`config.mk`:
```
export PLATFORM = sky130hd
export DESIGN_NAME = shift_sequencer
export DESIGN_NICKNAME = d
export VERILOG_FILES = /design/src/rtl/shift_sequencer_pkg.sv /design/src/rtl/shift_sequencer_step.sv /design/src/rtl/shift_sequencer.sv
export SDC_FILE = /design/constraint.sdc
export NUM_CORES = 1
export LEC_CHECK = 0
export ABC_AREA = 1
export CAP_MARGIN = 30
export CORE_MARGIN = 3
export CORE_UTILIZATION = 49
export DETAILED_ROUTE_END_ITERATION = 7
export PLACE_DENSITY = 0.83
export SYNTH_ARGS = -nofsm -noshare
export SYNTH_HDL_FRONTEND = slang
export SYNTH_SLANG_ARGS = --single-unit
```
`constraint.sdc`:
```
create_clock -name clk -period 1.87 [get_ports clk]
set_input_delay 0.2805 -clock clk [delete_from_list [all_inputs] [get_ports clk]]
set_output_delay 0.2805 -clock clk [all_outputs]
set_load 0.01 [all_outputs]
```
`src/rtl/shift_sequencer_pkg.sv`:
```
// rtl/shift_sequencer_pkg.sv - shift direction, sequencer state types and width defaults
package shift_sequencer_pkg;

  localparam int W_DEF     = 7;
  localparam int CNT_W_DEF = 3;

  typedef enum logic [1:0] {
    No_Shift    = 2'd0,
    Shift_Right = 2'd1,
    Shift_Left  = 2'd2
  } SH_t;

  typedef enum logic [1:0] {
    IDLE  = 2'd0,
    SHIFT = 2'd1,
    DONE  = 2'd2
  } ShSeq_t;

endpackage

```
`src/rtl/shift_sequencer_step.sv`:
```
// rtl/shift_sequencer_step.sv - combinational one-bit logical shifter slaved to an SH_t command
module shift_step
  import shift_sequencer_pkg::*;
#(
  parameter int W = W_DEF
) (
  input  logic [W-1:0] op,
  input  SH_t          sh,
  output logic [W-1:0] op_out
);

  // Unknown encodings pass the operand through untouched.
  always_comb begin
    op_out = op;
    case (sh)
      Shift_Right: op_out = {1'b0, op[W-1:1]};
      Shift_Left:  op_out = {op[W-2:0], 1'b0};
      default:     op_out = op;
    endcase
  end

endmodule

```
`src/rtl/shift_sequencer.sv`:
```
// rtl/shift_sequencer.sv - multi-cycle shift unit issuing one SH_t step command per clock
module shift_sequencer
  import shift_sequencer_pkg::*;
#(
  parameter int W     = W_DEF,
  parameter int CNT_W = CNT_W_DEF
) (
  input  logic             clk,
  input  logic             reset,
  input  logic             start,
  input  SH_t              dir,
  input  logic [CNT_W-1:0] amount,
  input  logic [W-1:0]     A,
  output logic             busy,
  output logic             done,
  output SH_t              SLSR,
  output logic [W-1:0]     A_out
);

  ShSeq_t           state_q, state_d;
  logic [W-1:0]     op_q, op_d;
  logic [CNT_W-1:0] cnt_q, cnt_d;
  SH_t              dir_q, dir_d;
  logic [W-1:0]     op_step;

  shift_step #(.W(W)) u_step (
    .op     (op_q),
    .sh     (dir_q),
    .op_out (op_step)
  );

  always_comb begin
    state_d = state_q;
    op_d    = op_q;
    cnt_d   = cnt_q;
    dir_d   = dir_q;
    case (state_q)
      IDLE: begin
        if (start) begin
          op_d  = A;
          cnt_d = amount;
          dir_d = dir;
          // Zero-length or non-shifting requests skip straight to the result.
          state_d = (amount == '0 || dir == No_Shift) ? DONE : SHIFT;
        end
      end
      SHIFT: begin
        op_d  = op_step;
        cnt_d = cnt_q - CNT_W'(1);
        if (cnt_q == CNT_W'(1)) state_d = DONE;
      end
      DONE:    state_d = IDLE;
      default: state_d = IDLE;
    endcase
  end

  always_ff @(posedge clk) begin
    if (reset) begin
      state_q <= IDLE;
      op_q    <= '0;
      cnt_q   <= '0;
      dir_q   <= No_Shift;
    end else begin
      state_q <= state_d;
      op_q    <= op_d;
      cnt_q   <= cnt_d;
      dir_q   <= dir_d;
    end
  end

  assign busy  = (state_q != IDLE);
  assign done  = (state_q == DONE);
  assign SLSR  = (state_q == SHIFT) ? dir_q : No_Shift;
  assign A_out = op_q;

endmodule

```
==> results.sh <==
export IMPL_status="finished, final reports clean"
export IMPL_slew_limit_headroom_pct=76.8
export IMPL_intPower_mw=0.607
export IMPL_hpwl_um=1450
export IMPL_grt_max_degree=15
export IMPL_hold_viol_final=0
export IMPL_path_class="reg2out"
export IMPL_antenna_found_initial=0
export IMPL_cts_max_level=1
export IMPL_cts_buffer_depth=2
export IMPL_die_h_um=47.7
export IMPL_crit_fanout=3
export IMPL_p_clk_share_pct=24.3
export IMPL_row_count=14
export IMPL_area_growth_pct=35.3
export IMPL_tns_ps=0
export IMPL_place_area_sq_um=1110
export IMPL_setup_viol=0
export IMPL_routabilityCongestion=0.847
export IMPL_critPathTopFamily="buffers and inverters"
export IMPL_clk_latency_ps=290
export IMPL_switchingPower_mw=0.313
export IMPL_finalNetCount=186
export IMPL_rsz0062_at_grt="no"
export IMPL_slowest_stage="clkdlybuf4s50_1"
export IMPL_routed_wl_um=1980
export IMPL_start_util_pct=54.0
export IMPL_cellPowerDensity_nw_per_um2=799
export IMPL_drive_gt1_share_pct=10.7
export IMPL_synth_edf_count=0
export IMPL_grt_usage_pct=20.2
export IMPL_ys_types=19
export IMPL_p_leak_nw=0.588
export IMPL_synthesis_nets=158
export IMPL_n_antenna_cell=0
export IMPL_synth_area_leaders="dfxtp_1, nand2_1, nor2_1, nand3_1, inv_1"
export IMPL_ios=26
export IMPL_avgSynthCellArea_sq_um=6.03
export IMPL_fin_crit_ps=1690
export IMPL_root_buffer="clkbuf_4"
export IMPL_yosys_area_top_type="dfxtp_1"
export IMPL_fp_dieArea_sq_um=2270
export IMPL_cts_tree="yes"
export IMPL_final_util_pct=73.0
export IMPL_viasPerCell=5.02
export IMPL_tightestPinTransition_ps=348
export IMPL_min_period_over_period_pct=90.4
export IMPL_ant_nets=0
export IMPL_synth_async_sr_flop_share_pct=0
export IMPL_dr_pass1_iters=4
export IMPL_grt_pass1_vias=784
export IMPL_hold_path_class="reg2reg"
export IMPL_ys_seq_area_share_pct=32.9
export IMPL_critPathBufInv=2
export IMPL_ys_ff_latch=14
export IMPL_synth_top_area_share_pct=32.9
export IMPL_vdd_drop_max_v=0.000506
export IMPL_cts_sinks=14
export IMPL_chipWidth_um=47.7
export IMPL_hold_buffers=0
export IMPL_cp_required_ps=1590
export IMPL_synth_top_cells_by_count="nand2_1, nor2_1, nand3_1, dfxtp_1, inv_1"
export IMPL_timing_critical_path_cells="inv_2, nor2_1, clkdlybuf4s50_1"
export IMPL_fin_cells=184
export IMPL_cts_clk_slew_worst_paths_ps=90
export IMPL_fillers=134
export IMPL_numCtsBuffers=3
export IMPL_maxSlewViolCount=0
export IMPL_max_freq_mhz=591
export IMPL_route_detailed_wl_per_inst_um=10.8
export IMPL_combPwrFrac_pct=36.2
export IMPL_drc=0
export IMPL_swShare_pct=34.0
export IMPL_pwr_share_seq_pct=39.5
export IMPL_critPathCaptureType="primary output"
export IMPL_yosysMostFrequentCell="nand2_1"
export IMPL_postSynthCellCount=141
export IMPL_grt_pass1_wl_um=3270
export IMPL_critical_path_startpoint_type="flip-flop"
export IMPL_num_vias=923
export IMPL_drtIter0Drc=35
export IMPL_gr_total_overflow=0
export IMPL_synth_top_flop_cell="dfxtp_1"
export IMPL_design_core_area_sq_um=1580
export IMPL_design_area_sq_um=1150
export IMPL_clock_skew_final_ps=9.65
export IMPL_yosys_warnings=0
export IMPL_synth_cell_area_sq_um=851
export IMPL_slowest_delay_ps=540
export IMPL_arrival_ps=1410
export IMPL_cap_violations=0
export IMPL_dpl_cell_count=180
export IMPL_portBuffers=25
==> repair_timing <==
item / CTS / global route
setup endpoints to repair: 0 / 2
gates resized for setup: 0 / 3
setup buffers: 0 / 0
==> power groups by stage <==
| stage | registers (mW) | logic, mW | clock network, mW |
|---|---|---|---|
| CTS | 0.363 | 0.334 | 0.227 |
| finish | 0.363 | 0.333 | 0.224 |
| global placement | 0.367 | 0.326 | 0 |
| global route | 0.368 | 0.378 | 0.239 |
| floorplan | 0.376 | 0.202 | 0 |
| detailed placement | 0.369 | 0.329 | 0 |
==> per-layer routing <==
layer	global-route usage, %	vias up	share of wire, %
li1	-	489	-
met4	3.23	0	0.55
met1	27.4	404	45
met5	0	-	0
met2	31.6	28	48
met3	7.14	2	6.4
==> flip-flops by register name (all words and copies together) (netlist names) <==
register  flops
dir_q         2
state_q       2
A_out         7
cnt_q         3
==> stage by stage <==
step / hold slack, ps / total power, mW / setup WS [ps]
after global routing: 528 / 0.985 / 87.6
after CTS: 488 / 0.924 / 16.6
final: 485 / 0.920 / 179
after floorplan: 350 / 0.579 / 701
after detailed placement: 469 / 0.699 / 340
after global placement: 469 / 0.693 / 366
==> worst reg2reg max path: cells and delay by family (launching register included) <==
kind | cells | cell delay, ps
buffers and inverters | 2 | 270
flip-flops | 1 | 420
AND/OR/NAND/NOR | 6 | 670
==> cells by family (layout without fill, tap and decap cells) <==
group,after synthesis,after routing,share of synthesized area (%)
buffers and inverters,23,50,11.6
flip-flops,14,14,32.9
adder cells (fa/ha/maj),2,2,2.94
AND/OR/NAND/NOR,87,87,43.4
AO/OA/AOI/OAI,15,15,9.12
==> area by class of cell <==
type	count	area, sq um	area share [%]
multi-input cells	104	472	41.0
flip-flops and latches	14	282	24.5
repair buffers	27	270	23.5
inverters	19	71.3	6.20
clock buffers	4	36.3	3.15
well taps	16	20.0	1.74
==> cells in the final DEF (no fill, tap or decap), drive strengths merged <==
cell type / netlist / layout
a21oi: 6 / 6
buf: 3 / 2
clkbuf: 1 / 4
clkdlybuf4s50: 0 / 23
dfxtp: 14 / 14
dlymetal6s2s: 0 / 2
ha: 2 / 2
inv: 19 / 19
nand2: 46 / 46
nand3: 16 / 16
nor2: 25 / 25
o211ai: 1 / 1
o21ai: 8 / 8
==> path summary, 6_finish.rpt <==
kind              startpoint  slack [ps]  cells past startpoint  endpoint
hold reg to reg     dir_q[1]         480                      2  dir_q[1]
setup reg to reg  state_q[1]         400                      8  A_out[6]
setup / recovery  state_q[1]         180                      3      done
hold / removal      dir_q[1]         480                      2  dir_q[1]
(Power assumes the default switching activity.)
